<file path="config.mk">
export PLATFORM = sky130hd
export DESIGN_NAME = direction_input_conditioner
export DESIGN_NICKNAME = d
export VERILOG_FILES = /design/src/rtl/adv_input_pkg.sv /design/src/rtl/btn_debounce.sv /design/src/rtl/direction_input_conditioner.sv
export SDC_FILE = /design/constraint.sdc
export NUM_CORES = 1
export LEC_CHECK = 0
export CAP_MARGIN = 20
export CORE_MARGIN = 10
export CORE_UTILIZATION = 40
export CTS_BUF_LIST = sky130_fd_sc_hd__clkbuf_8 sky130_fd_sc_hd__clkbuf_16
export DETAILED_ROUTE_END_ITERATION = 8
export DONT_BUFFER_PORTS = 1
export PLACE_DENSITY_LB_ADDON = 0.05
export SLEW_MARGIN = 20
export SYNTH_ARGS = -nofsm -noshare
export SYNTH_HDL_FRONTEND = slang
export SYNTH_HIERARCHICAL = 1
export SYNTH_SLANG_ARGS = --single-unit
</file>
<file path="constraint.sdc">
create_clock -name clk -period 3.79 [get_ports clk]
set_input_delay 0.758 -clock clk [delete_from_list [all_inputs] [get_ports clk]]
set_output_delay 0.758 -clock clk [all_outputs]
set_load 0.005 [all_outputs]
</file>
<file path="src/rtl/adv_input_pkg.sv">
// ---------------------------------------------------------------------------
// adv_input_pkg
// Shared constants for the direction input path of the game.
//   DIR_N/S/E/W    : bit positions of each direction in the 4-bit button and
//                    request vectors (N is the MSB, W the LSB).
//   MOVE_COUNT_W   : width of the saturating move counter.
//   MOVE_COUNT_MAX : saturation value of the move counter.
//   grant_fixed_priority() : one-hot fixed-priority arbiter, N > S > E > W.
// ---------------------------------------------------------------------------
package adv_input_pkg;

  localparam int NUM_DIRS     = 4;
  localparam int DIR_N        = 3;
  localparam int DIR_S        = 2;
  localparam int DIR_E        = 1;
  localparam int DIR_W        = 0;

  localparam int MOVE_COUNT_W = 8;
  localparam logic [MOVE_COUNT_W-1:0] MOVE_COUNT_MAX = 8'd255;

  // Picks the single highest-priority request; everything else is dropped.
  function automatic logic [NUM_DIRS-1:0] grant_fixed_priority(
    input logic [NUM_DIRS-1:0] req
  );
    logic [NUM_DIRS-1:0] grant;
    grant = 4'b0000;
    if (req[DIR_N]) begin
      grant[DIR_N] = 1'b1;
    end else if (req[DIR_S]) begin
      grant[DIR_S] = 1'b1;
    end else if (req[DIR_E]) begin
      grant[DIR_E] = 1'b1;
    end else if (req[DIR_W]) begin
      grant[DIR_W] = 1'b1;
    end else begin
      grant = 4'b0000;
    end
    return grant;
  endfunction

endpackage

</file>
<file path="src/rtl/btn_debounce.sv">
// ---------------------------------------------------------------------------
// btn_debounce
// One push-button channel: 2-flop synchronizer, consecutive-sample debounce
// counter, debounced level and a registered one-cycle rise pulse that fires
// in the same edge the debounced level goes 0->1.
// Ports:
//   clk   : rising-edge clock
//   reset : synchronous, active-low reset
//   btn   : raw asynchronous, bouncy button (active-high)
//   rise  : one-cycle pulse on a debounced press
// ---------------------------------------------------------------------------
module btn_debounce #(
  parameter int DEBOUNCE_CYCLES = 4
) (
  input  logic clk,
  input  logic reset,
  input  logic btn,
  output logic rise
);

  localparam int CNT_W = $clog2(DEBOUNCE_CYCLES) + 1;
  localparam logic [CNT_W-1:0] CNT_LAST = CNT_W'(DEBOUNCE_CYCLES - 1);
  localparam logic [CNT_W-1:0] CNT_ZERO = {CNT_W{1'b0}};
  localparam logic [CNT_W-1:0] CNT_ONE  = CNT_W'(1);

  logic             sync1_r;
  logic             sync2_r;
  logic             level_r;
  logic [CNT_W-1:0] cnt_r;
  logic             rise_r;

  logic             level_nxt_s;
  logic [CNT_W-1:0] cnt_nxt_s;
  logic             rise_nxt_s;

  // Two-stage synchronizer for the asynchronous button input.
  always_ff @(posedge clk) begin
    if (!reset) begin
      sync1_r <= 1'b0;
      sync2_r <= 1'b0;
    end else begin
      sync1_r <= btn;
      sync2_r <= sync1_r;
    end
  end

  // Debounce decision: the level only follows the synchronized input after
  // DEBOUNCE_CYCLES consecutive mismatching samples; any agreeing sample
  // restarts the count, which is what rejects short glitches.
  always_comb begin
    level_nxt_s = level_r;
    cnt_nxt_s   = cnt_r;
    rise_nxt_s  = 1'b0;
    if (sync2_r == level_r) begin
      cnt_nxt_s = CNT_ZERO;
    end else if (cnt_r == CNT_LAST) begin
      level_nxt_s = sync2_r;
      cnt_nxt_s   = CNT_ZERO;
      // A change is committed here; it is a press only when heading to 1.
      rise_nxt_s  = sync2_r;
    end else begin
      cnt_nxt_s = cnt_r + CNT_ONE;
    end
  end

  // Debounce state and rise pulse registers.
  always_ff @(posedge clk) begin
    if (!reset) begin
      level_r <= 1'b0;
      cnt_r   <= CNT_ZERO;
      rise_r  <= 1'b0;
    end else begin
      level_r <= level_nxt_s;
      cnt_r   <= cnt_nxt_s;
      rise_r  <= rise_nxt_s;
    end
  end

  assign rise = rise_r;

endmodule

</file>
<file path="src/rtl/direction_input_conditioner.sv">
// ---------------------------------------------------------------------------
// direction_input_conditioner
// Turns four bouncy direction buttons into clean one-cycle move pulses for
// the game FSM. Each button is debounced by its own btn_debounce; same-cycle
// presses are resolved N > S > E > W (losers are dropped), and all new moves
// are discarded while the game is halted.
// Ports:
//   clk        : rising-edge clock
//   reset      : synchronous, active-low reset
//   btn[3:0]   : raw buttons, bit3=N bit2=S bit1=E bit0=W, active-high
//   halt       : game-over hold (win|die), suppresses new moves
//   n, s, e, w : registered one-cycle move pulses, at most one high
//   move_count : moves issued since reset, saturating at 255
// ---------------------------------------------------------------------------
module direction_input_conditioner
  import adv_input_pkg::*;
#(
  parameter int DEBOUNCE_CYCLES = 4
) (
  input  logic                    clk,
  input  logic                    reset,
  input  logic [3:0]              btn,
  input  logic                    halt,
  output logic                    n,
  output logic                    s,
  output logic                    e,
  output logic                    w,
  output logic [MOVE_COUNT_W-1:0] move_count
);

  logic [NUM_DIRS-1:0]     rise_s;
  logic [NUM_DIRS-1:0]     grant_s;
  logic [NUM_DIRS-1:0]     move_r;
  logic [MOVE_COUNT_W-1:0] move_count_r;

  for (genvar i = 0; i < NUM_DIRS; i++) begin : g_btn
    btn_debounce #(
      .DEBOUNCE_CYCLES (DEBOUNCE_CYCLES)
    ) u_btn_debounce (
      .clk   (clk),
      .reset (reset),
      .btn   (btn[i]),
      .rise  (rise_s[i])
    );
  end

  // Arbitration and halt gating. Rise pulses last one cycle, so a request
  // dropped here (loser or halted) is gone for good.
  always_comb begin
    grant_s = 4'b0000;
    if (halt) begin
      grant_s = 4'b0000;
    end else begin
      grant_s = grant_fixed_priority(rise_s);
    end
  end

  // Registered move pulses and saturating move counter.
  always_ff @(posedge clk) begin
    if (!reset) begin
      move_r       <= 4'b0000;
      move_count_r <= {MOVE_COUNT_W{1'b0}};
    end else begin
      move_r <= grant_s;
      if ((grant_s != 4'b0000) && (move_count_r != MOVE_COUNT_MAX)) begin
        move_count_r <= move_count_r + MOVE_COUNT_W'(1);
      end else begin
        move_count_r <= move_count_r;
      end
    end
  end

  assign n          = move_r[DIR_N];
  assign s          = move_r[DIR_S];
  assign e          = move_r[DIR_E];
  assign w          = move_r[DIR_W];
  assign move_count = move_count_r;

endmodule

</file>
* Yosys cells after proc, flatten, opt, wreduce, memory -nomap -nowiden *
Index checks and enable logic that the tools add are counted.

storage, ports and cells
  register bits = 40
  bits in latches = 0
  bits in writable memories = 0
  bits in read-only memories = 0
  input port bits = 7
  output and inout bits = 12
  logic and storage cells = 67
  memories kept = 0

operators by class
  $add $sub $neg = 5
  multipliers = 0
  div/mod/pow operators = 0
  order comparisons = 0
  equal/unequal tests = 9
  shift-type cells = 0
  multiplexer cells = 8
  bitwise gates (word level) = 9
  reduce and logical (&&, ||, !) cells = 14

operators by type and width
  cell                                            count
  OR reduction 3 bit                              8
  adder 3 x 1 -> 3 bit (second input constant)    4
  == test 3 x 2 -> 1 bit (second input constant)  4
  inverter 1 bit                                  9
  adder 8 x 1 -> 8 bit (second input constant)    1
  != test 8 bit (second input constant)           1
  AND reduction 2 bit                             4
  two-way mux 1 bit                               5
  == test 1 bit                                   4
  two-way mux 4 bit                               1
  nonzero test 4 bit                              1
  two-way mux 3 bit                               1
  two-way mux 2 bit                               1
  logical AND 1 bit                               1

* Logic depth before layout (Yosys ltp) *
  word-level depth = 7
  gate-level depth with buffers = 5
  depth with buffers taken out = 5

* Modules after synthesis *
Netlist, hierarchy kept.

modules (own cells, without submodules)
  module                       instances  cells each  area each (µm²)  sequential area each (µm²)
  btn_debounce                 4          19          247.7            140.1
  direction_input_conditioner  1          57          514.2            240.2

* Least setup slack after synthesis *
OpenSTA, ideal clock, no wires.

  path kind = register to register
  from = register move_count_r[0] (netlist: move_count[0])
  to = register move_count_r[5] (netlist: move_count[5])
  library setup time = 70 ps
  arrival = 1686 ps
  required time = 3720 ps
  slack = 2034 ps
  stages on the path, launching flop included = 6
  path buffers = 0
  period minus slack after synthesis = 1756 ps
  cells stage by stage = dfxtp_1 ha_1 and3_4 a211o_1 or4_1 a21oi_1

between the ends
  word-level cells in the longest chain between the ends = 2
  elaborated cells on any way between the ends = 3
  those cells by class = 1 x add/sub; 1 x eq/ne; 1 x reduce/logical

ends and longest elaborated chain
  element                                                                       line                               source
  from (decl)                                                                   direction_input_conditioner.sv:34  logic [MOVE_COUNT_W-1:0] move_count_r;
  from (signal assigned)                                                        direction_input_conditioner.sv:62  move_count_r <= {MOVE_COUNT_W{1'b0}};
  from (signal assigned)                                                        direction_input_conditioner.sv:66  move_count_r <= move_count_r + MOVE_COUNT_W'(1);
  from (signal assigned)                                                        direction_input_conditioner.sv:68  move_count_r <= move_count_r;
  parallel branches: the longest is 2 deep, another holds adder 8 x 1 -> 8 bit  -

Parallel ways; which one is timed is not known.
A chain may end at the register's enable or synchronous reset.

* Worst setup path in the final report *
Same ends and word-level chain as after synthesis.

==> results.yml <==
floorplanning:
  ioPinCount: 19
  die_height_um: 81.3
  dieWidth_um: 81.3
  row_count: 22
  die-area_um2: 6620
  core_area_um2: 3660
  start_util: 0.411
clocking:
  ctsResizeCount: 0
  clock_latency_ps: 280
  holdBufCountCts: 0
  post_cts_buffers: 0
  root_buffer: "clkbuf_8"
  path_clk_slew_ps: 70
  clock_path_buffers: 2
  cts_buffers: 5
  cts_max_level: 2
  cts_tree: "done"
  cts.sinks: 40
timing:
  clock_skew_ps: 5.50
  fin_crit_sh: 0.496
  rsz0062_at_grt: "no"
  clock.fmax_mhz: 532
  tightest_slew_ps: 474
  finalSetupViolCount: 0
  drv_slew: 0
  fin_ws_ps: 1910
  maxSlewHeadroom: 0.682
  hold_viol_final: 0
  worst_hold_slack_ps: 429
  final.setup.tns_ps: 0
  post-route-min-period_ps: 1880
job:
  drv_cap: 0
routing:
  drtPass1Iterations: 4
  routed_via_density: 5.08
  wl_per_cell_um: 12.5
  drt-total-wl_um: 2360
  drt_iter0_drc: 33
  vias: 961
  drc: 0
  drtAntennaViolNets: 0
min_path:
  hold_start: "g_btn[2].u_btn_debounce/cnt_r[0]"
  hold_class: "flop to flop"
finish:
  drive_gt1_frac: 0.121
  fillers: 357
  fin_cells: 189
  final_nets: 156
  area_delta_synth_final_pct: 9.98
  num_antenna_cells: 0
global_routing:
  grt_remaining_overflow: 0
  antenna_found_initial: 0
  grt.total_usage: 0.0788
  grt_pass1_wl_um: 4020
  grt_pass1_vias: 863
  grt_max_degree: 35
setup_path:
  crit_path_cell_trace: "ha_1, and3_4, a211o_1, or4_1, a21oi_1"
  worst-path-buf-inv: 0
  worstPathRequired_ps: 4000
  cp_top_family: "simple AND/OR/NAND/NOR gates"
  start_kind: "flop"
  cp_max_fo: 8
  crit_arrival_ps: 2090
  slowest_delay_ps: 480
  critical_path_class: "flop to flop"
  startpoint: "move_count[0]"
  critPathCaptureType: "flop"
  reg2reg_from: "move_count[0]"
  critical-path-slowest-cell: "or4_1"
yosys:
  ys_seq_elements: 40
  ys_seq_area_frac: 0.532
  syn_nets: 149
  synth_cell_types: 28
  synth_top_area_cell: "dfxtp_1"
  synth.top_cell.area_share: 0.532
  synth.cell_area_um2: 1510
  postSynthAreaPerCell_um2: 11.3
  synth_cells: 133
  yosysWarnings: 6
  netlist_top_cells_area: "dfxtp_1 (53%), ha_1 (7.5%), nor4b_1 (4.7%), mux2i_1 (4.0%), and2_1 (3.7%)"
power:
  powerDensity_nw_per_um2: 428
  ir_drop_mv: 0.223
  total_power_uw: 709
  total_leakage_power_nw: 0.608
placement:
  place_congestion: 0.684
  numPlacedInstances: 181
  post-place-ws_ps: 1920
  numPortBuffers: 0
  dpl.hpwl_um: 1740
status:
  status: "finished, final reports clean"
==> registers in the layout (all words and copies together) (netlist names) <==
signal,flops
g_btn.u_btn_debounce/sync2_r,4
g_btn.u_btn_debounce/level_r,4
g_btn.u_btn_debounce/sync1_r,4
g_btn.u_btn_debounce/cnt_r,12
move_r,4
move_count,8
g_btn.u_btn_debounce/rise,4
==> Yosys cell counts <==
| library cell | number |
|---|---|
| nand4_1 | 1 |
| and4bb_2 | 4 |
| and3_1 | 1 |
| nor2_1 | 3 |
| and4b_2 | 4 |
| a21oi_1 | 4 |
| nor3_1 | 2 |
| and3b_1 | 1 |
| and4_1 | 1 |
| xnor2_1 | 5 |
| nand2b_1 | 2 |
| nand2_1 | 7 |
| or4_1 | 2 |
| o21ai_0 | 2 |
| a211o_1 | 1 |
| mux2i_1 | 6 |
| inv_1 | 7 |
| or3_2 | 2 |
| nor4_1 | 2 |
| nor2b_1 | 4 |
| ha_1 | 9 |
| and3_4 | 1 |
| o31ai_1 | 1 |
| a211oi_1 | 2 |
| and2_1 | 9 |
| dfxtp_1 | 40 |
| nor4b_1 | 8 |
| nand3_1 | 2 |
==> placed cells by master (no fill, tap or decap), drive strengths merged, types with 3 or more instances in the layout <==
cell,instances
a21oi,4
and2,9
and4b,4
and4bb,4
clkbuf,6
dfxtp,40
ha,9
inv,9
mux2i,6
nand2,7
nor2,3
nor2b,4
nor4b,8
xnor2,5
==> where the power goes <==
part	total [mW]	leakage [nW]	internal, mW	switching (mW)
Clock	0.271	0.0538	0.143	0.128
Combinational	0.0106	0.230	0.00652	0.00405
Sequential	0.428	0.324	0.425	0.00233
Total	0.709	0.608	0.575	0.134
==> worst reg2reg max path: stages, from the launching register on <==
cell	delay (ps)
dfxtp_1	360
ha_1	250
and3_4	190
a211o_1	370
or4_1	480
a21oi_1	150
==> worst paths after layout <==
path	to	slack [ps]	cells past startpoint
setup / recovery	move_count[5]	1910	5
hold / removal	g_btn[2].u_btn_debounce/cnt_r[0]	430	1
setup reg to reg	move_count[5]	1910	5
hold reg to reg	g_btn[2].u_btn_debounce/cnt_r[0]	430	1
==> cell families (layout without fill, tap and decap cells) <==
family / Yosys count / in the layout / share of synthesized area
buffers and inverters: 7 / 15 / 0.0175
xor gates and xnor gates: 5 / 5 / 0.0291
DFF: 40 / 40 / 0.532
adders and majority gates: 9 / 9 / 0.0748
and+or+nand+nor: 56 / 56 / 0.266
AOI/OAI and AO/OA: 10 / 10 / 0.0407
muxes: 6 / 6 / 0.0399
==> metal layers <==
| metal | vias to the layer above | global-route usage | wire length, µm |
|---|---|---|---|
| li1 | 494 | - | - |
| met1 | 441 | 0.0883 | 1080 |
| met2 | 24 | 0.114 | 1040 |
| met3 | 2 | 0.0497 | 224 |
| met4 | 0 | 0.0398 | 17 |
| met5 | - | 0 | 0 |
==> cell type report <==
class | count | area (µm²) | share of cell area
Inverter | 7 | 26.3 | 0.0159
Multi-Input combinational cell | 86 | 678 | 0.410
Clock buffer | 6 | 82.6 | 0.0499
Clock inverter | 2 | 7.51 | 0.00454
Sequential cell | 40 | 801 | 0.484
Tap cell | 48 | 60.1 | 0.0363
==> stage by stage <==
stage	utilization	instance area, µm²
CTS	0.452	1660
floorplan	-	1510
finish	0.452	1660
global placement	0.428	1570
detailed placement	0.428	1570
global route	0.452	1660
No activity file was read; power rests on OpenSTA's default activity.
